File: config.mk
export PLATFORM = sky130hd
export DESIGN_NAME = pwm_duty_capture
export DESIGN_NICKNAME = d
export VERILOG_FILES = /design/src/rtl/pwm_pkg.sv /design/src/rtl/pwm_div_seq.sv /design/src/rtl/pwm_duty_capture.sv
export SDC_FILE = /design/constraint.sdc
export NUM_CORES = 1
export LEC_CHECK = 0
export CAP_MARGIN = 20
export CORE_MARGIN = 8
export CORE_UTILIZATION = 30
export CTS_BUF_LIST = sky130_fd_sc_hd__clkbuf_4
export CTS_CLUSTER_DIAMETER = 100
export DETAILED_ROUTE_END_ITERATION = 12
export GPL_TIMING_DRIVEN = 0
export PLACE_DENSITY = 0.46
export SLEW_MARGIN = 15
export SYNTH_ARGS = -nofsm -noshare
export SYNTH_HDL_FRONTEND = slang
export SYNTH_SLANG_ARGS = --single-unit
File: constraint.sdc
create_clock -name clk -period 6 [get_ports clk]
set_input_delay 1.2 -clock clk [delete_from_list [all_inputs] [get_ports clk]]
set_output_delay 1.2 -clock clk [all_outputs]
set_load 0.03 [all_outputs]
File: src/rtl/pwm_pkg.sv
// Shared types and default sizing for the PWM duty-cycle capture block.
package pwm_pkg;

  typedef enum logic {
    IDLE    = 1'b0,
    MEASURE = 1'b1
  } state_t;

  localparam int DEF_CNT_W   = 16;
  localparam int DEF_LEVEL_W = 8;
  localparam int DEF_TIMEOUT = 65535;

endpackage

File: src/rtl/pwm_div_seq.sv
// Sequential restoring divider: (num << LEVEL_W) / den, one quotient bit per cycle,
// result clamped to LEVEL_W bits. done is asserted during the final iteration cycle.
module pwm_div_seq #(
  parameter int CNT_W   = 16,
  parameter int LEVEL_W = 8
) (
  input  logic               clk,
  input  logic               rst,
  input  logic               start,
  input  logic               abort,
  input  logic [CNT_W-1:0]   num,
  input  logic [CNT_W-1:0]   den,
  output logic               busy,
  output logic               done,
  output logic [LEVEL_W-1:0] quotient
);

  localparam int STEP_W = $clog2(LEVEL_W + 1);
  localparam logic [STEP_W-1:0] LAST_STEP = STEP_W'(LEVEL_W);

  logic               busy_reg;
  logic [STEP_W-1:0]  step_reg;
  logic [CNT_W-1:0]   rem_reg;
  logic [CNT_W-1:0]   den_reg;
  logic [LEVEL_W:0]   bits_reg;
  logic [LEVEL_W-1:0] quo_reg;

  logic [CNT_W:0]     trial;
  logic               ge;
  logic [CNT_W-1:0]   rem_next;
  logic [LEVEL_W:0]   quo_full;

  // Since num <= den, the quotient never exceeds 2^LEVEL_W, so the remainder can
  // start from num >> 1 and only the low LEVEL_W+1 numerator bits need shifting in.
  always_comb begin
    trial    = {rem_reg, bits_reg[LEVEL_W]};
    ge       = (trial >= {1'b0, den_reg});
    rem_next = ge ? CNT_W'(trial - {1'b0, den_reg}) : CNT_W'(trial);
    quo_full = {quo_reg, ge};
  end

  assign busy     = busy_reg;
  assign done     = busy_reg && (step_reg == LAST_STEP);
  assign quotient = quo_full[LEVEL_W] ? {LEVEL_W{1'b1}} : quo_full[LEVEL_W-1:0];

  always_ff @(posedge clk or posedge rst) begin
    if (rst) begin
      busy_reg <= 1'b0;
      step_reg <= '0;
      rem_reg  <= '0;
      den_reg  <= '0;
      bits_reg <= '0;
      quo_reg  <= '0;
    end else if (abort) begin
      busy_reg <= 1'b0;
    end else if (busy_reg) begin
      rem_reg  <= rem_next;
      bits_reg <= bits_reg << 1;
      quo_reg  <= quo_full[LEVEL_W-1:0];
      step_reg <= step_reg + STEP_W'(1);
      if (step_reg == LAST_STEP) begin
        busy_reg <= 1'b0;
      end
    end else if (start) begin
      busy_reg <= 1'b1;
      step_reg <= '0;
      rem_reg  <= {1'b0, num[CNT_W-1:1]};
      bits_reg <= {num[0], {LEVEL_W{1'b0}}};
      den_reg  <= den;
      quo_reg  <= '0;
    end
  end

endmodule

File: src/rtl/pwm_duty_capture.sv
// Measures period and high time of an external PWM input between rising edges and
// converts the duty cycle to a brightness code; flags a stuck input after TIMEOUT cycles.
module pwm_duty_capture
  import pwm_pkg::*;
#(
  parameter int CNT_W   = DEF_CNT_W,
  parameter int LEVEL_W = DEF_LEVEL_W,
  parameter int TIMEOUT = DEF_TIMEOUT
) (
  input  logic               clk,
  input  logic               rst,
  input  logic               pwm_in,
  output logic [CNT_W-1:0]   period_o,
  output logic [CNT_W-1:0]   high_o,
  output logic [LEVEL_W-1:0] level_o,
  output logic               valid_o,
  output logic               stuck_o,
  output logic               overrun_o
);

  localparam logic [CNT_W-1:0] TIMEOUT_CNT = CNT_W'(TIMEOUT);
  localparam logic [CNT_W-1:0] ONE_CNT     = CNT_W'(1);

  logic               sync_reg;
  logic               s_q_reg;
  logic               s_d_reg;
  logic               rise;

  state_t             state_reg, state_next;
  logic [CNT_W-1:0]   per_cnt_reg, per_cnt_next;
  logic [CNT_W-1:0]   hi_cnt_reg, hi_cnt_next;
  logic               hold_reg, hold_next;

  logic               capture;
  logic               timeout_hit;
  logic               div_start;
  logic               div_busy;
  logic               div_done;
  logic [LEVEL_W-1:0] div_q;
  logic [CNT_W-1:0]   cap_per_reg;
  logic [CNT_W-1:0]   cap_hi_reg;

  logic [CNT_W-1:0]   period_reg;
  logic [CNT_W-1:0]   high_reg;
  logic [LEVEL_W-1:0] level_reg;
  logic               valid_reg;
  logic               stuck_reg;
  logic               overrun_reg;

  always_ff @(posedge clk or posedge rst) begin
    if (rst) begin
      sync_reg <= 1'b0;
      s_q_reg  <= 1'b0;
      s_d_reg  <= 1'b0;
    end else begin
      sync_reg <= pwm_in;
      s_q_reg  <= sync_reg;
      s_d_reg  <= s_q_reg;
    end
  end

  assign rise = s_q_reg & ~s_d_reg;

  // A rise in the same cycle the count reaches TIMEOUT takes precedence; hold_reg
  // keeps a stuck input from re-triggering until the next rise.
  assign timeout_hit = (per_cnt_reg == TIMEOUT_CNT) && !hold_reg && !rise;
  assign capture     = (state_reg == MEASURE) && rise;
  assign div_start   = capture && !div_busy;

  always_comb begin
    state_next   = state_reg;
    per_cnt_next = per_cnt_reg;
    hi_cnt_next  = hi_cnt_reg;
    hold_next    = hold_reg;
    if (rise) begin
      state_next   = MEASURE;
      per_cnt_next = ONE_CNT;
      hi_cnt_next  = ONE_CNT;
      hold_next    = 1'b0;
    end else if (timeout_hit) begin
      state_next = IDLE;
      hold_next  = 1'b1;
    end else if (!hold_reg) begin
      per_cnt_next = per_cnt_reg + ONE_CNT;
      if (state_reg == MEASURE) begin
        hi_cnt_next = hi_cnt_reg + CNT_W'(s_q_reg);
      end
    end
  end

  always_ff @(posedge clk or posedge rst) begin
    if (rst) begin
      state_reg   <= IDLE;
      per_cnt_reg <= '0;
      hi_cnt_reg  <= '0;
      hold_reg    <= 1'b0;
    end else begin
      state_reg   <= state_next;
      per_cnt_reg <= per_cnt_next;
      hi_cnt_reg  <= hi_cnt_next;
      hold_reg    <= hold_next;
    end
  end

  always_ff @(posedge clk or posedge rst) begin
    if (rst) begin
      cap_per_reg <= '0;
      cap_hi_reg  <= '0;
    end else if (div_start) begin
      cap_per_reg <= per_cnt_reg;
      cap_hi_reg  <= hi_cnt_reg;
    end
  end

  pwm_div_seq #(
    .CNT_W   (CNT_W),
    .LEVEL_W (LEVEL_W)
  ) u_div (
    .clk      (clk),
    .rst      (rst),
    .start    (div_start),
    .abort    (timeout_hit),
    .num      (hi_cnt_reg),
    .den      (per_cnt_reg),
    .busy     (div_busy),
    .done     (div_done),
    .quotient (div_q)
  );

  always_ff @(posedge clk or posedge rst) begin
    if (rst) begin
      period_reg  <= '0;
      high_reg    <= '0;
      level_reg   <= '0;
      valid_reg   <= 1'b0;
      stuck_reg   <= 1'b0;
      overrun_reg <= 1'b0;
    end else begin
      valid_reg   <= 1'b0;
      overrun_reg <= capture && div_busy;
      if (timeout_hit) begin
        period_reg <= '0;
        high_reg   <= '0;
        level_reg  <= {LEVEL_W{s_q_reg}};
        stuck_reg  <= 1'b1;
        valid_reg  <= 1'b1;
      end else if (div_done) begin
        period_reg <= cap_per_reg;
        high_reg   <= cap_hi_reg;
        level_reg  <= div_q;
        stuck_reg  <= 1'b0;
        valid_reg  <= 1'b1;
      end
    end
  end

  assign period_o  = period_reg;
  assign high_o    = high_reg;
  assign level_o   = level_reg;
  assign valid_o   = valid_reg;
  assign stuck_o   = stuck_reg;
  assign overrun_o = overrun_reg;

endmodule

==> impl_metrics.py, run 1 <==
metrics = {
    "route": {
        "vias": 5606,
        "drc": 0,
        "dr.pass1.iters": 4,
        "wire_per_inst_um": 16.4,
        "antenna_left": 0,
        "drt_iter0_markers": 433,
        "via_per_inst": 4.75,
        "drt-total-wl_um": 19400,
    },
    "global_routing": {
        "grt_start_max_net_pins": 87,
        "antenna_found_initial": 1,
        "grt-ovfl-total": 0,
        "grt_pass1_wl_um": 32500,
        "grt_pass1_vias": 5840,
        "grt_usage_pct": 13.4,
    },
    "placed_design": {
        "io_buffer_count": 45,
        "finalWeightedCongestion": 0.801,
        "dp_hpwl_um": 14000,
    },
    "power": {
        "power_density_mw_per_mm2": 446,
        "p_clk_share_pct": 18.1,
        "leakage_nw": 4.19,
        "ir_drop_uv": 156,
        "intPower_mw": 2.27,
        "switching_share_pct": 41.2,
        "combPwrFrac_pct": 44.3,
        "p_seq_share_pct": 37.7,
        "p_switching_mw": 1.59,
    },
    "floorplanning": {
        "coreArea_mm2": 0.0243,
        "die_area_mm2": 0.0301,
        "row_count": 57,
        "io_pins": 46,
        "start_util_pct": 30.6,
        "die_h_um": 174,
        "die_x_um": 174,
    },
    "logic_synthesis": {
        "synth_top_area_cell": "dfrtp_1",
        "synth_area_mm2": 0.00745,
        "synth.top_cell.area_share_pct": 53.1,
        "synth_fp_nets": 799,
        "ys_ff_latch": 158,
        "synth.area.top_cells": "dfrtp_1 53%, nand2_1 7.1%, nor2_1 5.3%",
        "synthFlopType": "dfrtp_1",
        "syn_avg_cell_area_um2": 9.62,
        "synth-async-reset-ratio_pct": 100,
        "synth-edff-count": 0,
        "yosys_warnings": 0,
        "ys_types": 54,
        "netlist_instances": 774,
        "yosysSeqAreaShare_pct": 53.1,
    },
    "timing": {
        "clock_skew_ns": 0.0257,
        "hold_ws_ns": 0.372,
        "worst_pin_slew_ns": 0.765,
        "setup_viol": 0,
        "max_slew_margin_pct": 49.0,
        "drv_slew": 0,
        "period_needed_ns": 2.90,
        "hold_viol": 0,
        "max_freq_ghz": 0.345,
        "post-route-period-util_pct": 48.4,
        "rsz0062_at_grt": "no",
    },
    "cts": {
        "ctsResizeCount": 0,
        "htree_levels": 4,
        "cts_num_sinks": 158,
        "cts_tree": "done",
        "cts_buffers": 17,
        "cts_buffer_depth": 2,
        "root_buffer": "clkbuf_4",
        "post_cts_buffers": 0,
        "postCtsHoldBufs": 0,
        "clock_latency_ns": 0.57,
        "path_clk_slew_ns": 0.15,
    },
    "job": {
        "drv_cap": 0,
    },
    "worst_setup_path": {
        "worstSetupPathType": "reg -> reg",
        "regToRegStartpoint": "u_div.bits_reg[8]$_DFFE_PP0P_",
        "worstSetupStartpoint": "u_div.bits_reg[8]$_DFFE_PP0P_",
        "end_kind": "flip-flop",
        "reg2reg_slack_ns": 3.10,
        "cp.required_ns": 6.49,
        "start_kind": "flip-flop",
        "worstPathArrival_ns": 3.40,
        "worstPathMaxFanout": 3,
    },
    "finish": {
        "nNetsFinal": 865,
        "area_growth_pct": 16.1,
        "fin_util_pct": 35.6,
        "drive_gt1_share_pct": 7.74,
        "fill_cells": 2520,
    },
    "status": {
        "status": "finished, final reports clean",
    },
    "min_path": {
        "hp-class": "reg -> reg",
        "hp-start": "sync_reg$_DFF_PP0_",
    },
}
worst max-delay path, stage by stage, from the launching register on:
cell,delay (ns)
dfrtp_1,0.34
inv_1,0.06
ha_1,0.23
fa_1,0.42
nor2b_1,0.19
o31ai_1,0.14
a211oi_2,0.31
a211oi_1,0.19
o221ai_1,0.22
a21oi_1,0.13
or4b_1,0.47
a31oi_1,0.13
layout make-up:
| type | instances | area, µm² | area share (%) |
|---|---|---|---|
| Sequential cell | 158 | 3950 | 45.7 |
| Inverter | 29 | 116 | 1.35 |
| Tap cell | 324 | 405 | 4.69 |
| Antenna cell | 2 | 5.00 | 0.0579 |
| Multi-Input combinational cell | 547 | 3210 | 37.1 |
| Buffer | 40 | 176 | 2.04 |
| Clock inverter | 15 | 174 | 2.01 |
| Timing Repair Buffer | 47 | 483 | 5.58 |
| Clock buffer | 17 | 128 | 1.48 |
cells in the final DEF, fill, tap and decap left out, types with 17 or more instances in the layout:
| cell | count |
|---|---|
| mux2i_1 | 37 |
| clkbuf_4 | 17 |
| nand2_1 | 141 |
| nor2_1 | 105 |
| dfrtp_1 | 158 |
| a21oi_1 | 33 |
| clkdlybuf4s50_1 | 45 |
| clkbuf_1 | 23 |
| inv_1 | 28 |
| o21ai_0 | 44 |
| ha_1 | 21 |
| xor2_1 | 27 |
synthesized netlist by cell type, types with 7 or more instances:
| cell | count |
|---|---|
| o22ai_1 | 14 |
| nand3_1 | 16 |
| mux2i_1 | 37 |
| or3_1 | 7 |
| nand2_1 | 141 |
| o21ai_0 | 44 |
| a211oi_1 | 10 |
| xnor2_1 | 10 |
| nor2_1 | 105 |
| nand4_1 | 15 |
| a21oi_1 | 33 |
| ha_1 | 21 |
| nor3_1 | 7 |
| clkbuf_1 | 23 |
| xor2_1 | 27 |
| inv_1 | 29 |
| buf_2 | 9 |
| dfrtp_1 | 158 |
power by group through the flow:
stage | clock, mW | combinational [mW] | sequential, mW
global placement | 0 | 1.70 | 1.48
detailed placement | 0 | 1.70 | 1.48
finish | 0.696 | 1.71 | 1.45
CTS | 0.730 | 1.72 | 1.45
global route | 0.770 | 1.93 | 1.48
floorplan | 0 | 1.20 | 1.52
path summary, 6_finish.rpt:
kind / endpoint / cells after the start
worst min-delay path: s_q_reg$_DFF_PP0_ / 0
worst max register to register: u_div.rem_reg[14]$_DFFE_PP0P_ / 11
min in group asynchronous: period_o[13]$_DFFE_PP0P_ / 2
max in group asynchronous: per_cnt_reg[12]$_DFFE_PP0P_ / 3
worst min register to register: s_q_reg$_DFF_PP0_ / 0
worst max-delay path: u_div.rem_reg[14]$_DFFE_PP0P_ / 11
per-stage QoR:
stage               power (mW)  cells  instance area, µm²  TNS (ns)  setup slack (ns)
detailed placement        3.18   1145                8340         0              3.15
finish                    3.86   1179                8650         0              3.10
CTS                       3.90   1177                8640         0              3.09
floorplan                 2.72    774                7450         0             0.537
global route              4.18   1179                8650         0              2.84
global placement          3.18   1143                8300   -330.80             -2.11
logic make-up (layout without fill, tap and decap cells):
logic type	count (synthesis)	in the layout	synth area share (%)
buffers and inverters	69	148	3.83
DFF	158	158	53.1
adders and majority gates	22	22	3.80
AOI/OAI and AO/OA	119	119	9.56
muxes	44	44	6.03
and+or+nand+nor	325	325	19.3
other	0	2	0
xor gates and xnor gates	37	37	4.35
metal layers:
metal  track usage (%)  wire length [µm]
met1              18.3              9620
met2              20.9              8730
met3              3.16               666
met4              3.99               365
met5                 0                 0
No activity file was read; power rests on OpenSTA's default activity.
==> run 2, diff against run 1 <==
==> constraint.sdc (replaced) <==
create_clock -name clk -period 2.7 [get_ports clk]
set_input_delay 0.54 -clock clk [delete_from_list [all_inputs] [get_ports clk]]
set_output_delay 0.54 -clock clk [all_outputs]
set_load 0.03 [all_outputs]
==> run 2 against run 1 <==
  * Via count fell by 0.66%
  * Largest power group unchanged
  * Hold slack barely moved
  * Critical path depth fell by 1
  * Clock skew fell by 0.0034 ns
  * Largest cell class unchanged
  * Clock power rose by 110%
  * Combinational power rose by 150%
==> impl_metrics.py, run 2 (synthesized netlist as in run 1, its figures left out) <==
metrics = {
    "timing": {
        "period_needed_ns": 2.67,
        "clock_skew_ns": 0.0223,
        "max_freq_ghz": 0.374,
        "post-route-period-util_pct": 99.1,
        "rsz0062_at_grt": "yes",
        "worst_pin_slew_ns": 0.800,
        "hold_viol": 0,
        "hold_ws_ns": 0.371,
        "setup_viol": 0,
        "drv_slew": 0,
        "max_slew_margin_pct": 46.7,
        "setup_tns_ns": 0,
    },
    "route": {
        "drc": 0,
        "via_per_inst": 4.66,
        "wire_per_inst_um": 16.5,
        "dr.pass1.iters": 4,
        "wl_met1_um": 9540,
        "wl_met2_um": 9060,
        "antenna_left": 0,
        "vias": 5569,
        "wl_met3_um": 756,
        "drt_iter0_markers": 362,
        "drt-total-wl_um": 19700,
        "top_layer": "met4",
    },
    "placed_design": {
        "finalWeightedCongestion": 0.794,
        "dp_hpwl_um": 14400,
        "io_buffer_count": 45,
    },
    "power": {
        "p_switching_mw": 3.70,
        "p_seq_share_pct": 36.1,
        "power_density_mw_per_mm2": 1000,
        "combPwrFrac_pct": 47.7,
        "switching_share_pct": 41.3,
        "p_clk_share_pct": 16.3,
        "leakage_nw": 4.31,
        "intPower_mw": 5.25,
        "ir_drop_uv": 382,
    },
    "cts": {
        "root_buffer": "clkbuf_4",
        "clock_latency_ns": 0.58,
        "cts_num_sinks": 158,
        "cts_tree": "done",
        "cts_buffer_depth": 2,
        "cts_buffers": 17,
        "htree_levels": 4,
        "path_clk_slew_ns": 0.15,
        "postCtsHoldBufs": 0,
    },
    "floorplanning": {
        "die_area_mm2": 0.0301,
        "start_util_pct": 30.6,
        "die_x_um": 174,
        "die_h_um": 174,
        "coreArea_mm2": 0.0243,
        "io_pins": 46,
        "row_count": 57,
    },
    "finish": {
        "fill_cells": 2498,
        "layout_common_cells": "157 x dfrtp_1, 141 x nand2_1, 105 x nor2_1",
        "area_growth_pct": 20.0,
        "layout_commonest_cell": "dfrtp_1",
        "drive_gt1_share_pct": 12.2,
        "nNetsFinal": 881,
    },
    "global_routing": {
        "grt_pass1_wl_um": 32400,
        "antenna_found_initial": 1,
        "grt_usage_pct": 13.5,
        "grt_start_max_net_pins": 35,
        "grt_pass1_vias": 5717,
        "grt-ovfl-total": 0,
    },
    "worst_setup_path": {
        "start_kind": "flip-flop",
        "crit_chain": "ha_4, fa_2, nor2b_4, o31ai_4, a211oi_2, a211oi_2, o221ai_1, a21oi_1, or4b_1, a31oi_1",
        "cpMostUsedCell": "a211oi_2",
        "critPathSlowestCell": "or4b_1",
        "cp.required_ns": 3.21,
        "worstPathArrival_ns": 3.18,
        "end_kind": "flip-flop",
        "worstSetupPathType": "reg -> reg",
        "worstPathMaxFanout": 3,
        "slowest_delay_ns": 0.47,
    },
    "status": {
        "status": "finished, final reports clean",
    },
    "job": {
        "drv_cap": 0,
    },
    "min_path": {
        "hp-class": "reg -> reg",
    },
}
-- run 2: path summary, 6_finish.rpt --
check	startpoint	to	slack [ns]	depth (start not counted)
worst min register to register	sync_reg$_DFF_PP0_	s_q_reg$_DFF_PP0_	0.37	0
worst max register to register	u_div.den_reg[0]$_DFFE_PP0P_	u_div.rem_reg[14]$_DFFE_PP0P_	0.03	10
min in group asynchronous	rst	level_o[5]$_DFFE_PP0P_	0.38	2
worst max-delay path	u_div.den_reg[0]$_DFFE_PP0P_	u_div.rem_reg[14]$_DFFE_PP0P_	0.03	10
worst min-delay path	sync_reg$_DFF_PP0_	s_q_reg$_DFF_PP0_	0.37	0
max in group asynchronous	rst	high_o[12]$_DFFE_PP0P_	1.39	5
-- run 2: timing repair --
item / CTS / global route
gates resized for setup: 14 / 19
setup endpoints to repair: 18 / 38
pin swaps: 5 / 6
buffers inserted: 10 / 4
-- run 2: layout make-up --
class	count	area [µm²]	area share (%)
Antenna cell	1	2.50	0.0280
Buffer	39	181	2.03
Clock buffer	17	128	1.43
Clock inverter	15	155	1.74
Inverter	29	113	1.26
Multi-Input combinational cell	547	3340	37.3
Sequential cell	158	3960	44.2
Tap cell	324	405	4.54
Timing Repair Buffer	64	663	7.42
-- run 2: per-layer routing --
metal  up-vias  GRT usage, %
li1       2778             -
met1      2701          18.2
met2        76          21.1
met3        14          2.88
met4         0          4.64
met5         -             0
-- run 2: power groups by stage --
stage | sequential [mW] | combinational, mW | clock [mW]
after floorplan | 3.39 | 2.66 | 0
after global placement | 3.28 | 3.78 | 0
after detailed placement | 3.28 | 3.80 | 0
after CTS | 3.23 | 4.09 | 1.53
after global routing | 3.29 | 4.74 | 1.62
final | 3.23 | 4.27 | 1.46
-- run 2: stage by stage --
step | std cells | setup slack (ns) | util (%) | power (mW) | cell area (µm²)
after floorplan | 774 | 0.159 | - | 6.05 | 7450
after global routing | 1194 | -0.156 | 36.8 | 9.65 | 8940
after CTS | 1189 | -0.0572 | 36.3 | 8.84 | 8820
after global placement | 1143 | -1.44 | 34.2 | 7.06 | 8310
final | 1194 | 0.0253 | 36.8 | 8.95 | 8940
after detailed placement | 1148 | -0.110 | 34.6 | 7.08 | 8420
-- run 2: critical path: cells and delay by family, from the launching register on --
family | cells | cell delay [ns]
AO/OA/AOI/OAI | 6 | 1.01
adder cells (fa/ha/maj) | 2 | 0.55
flip-flops | 1 | 0.44
AND/OR/NAND/NOR | 2 | 0.63
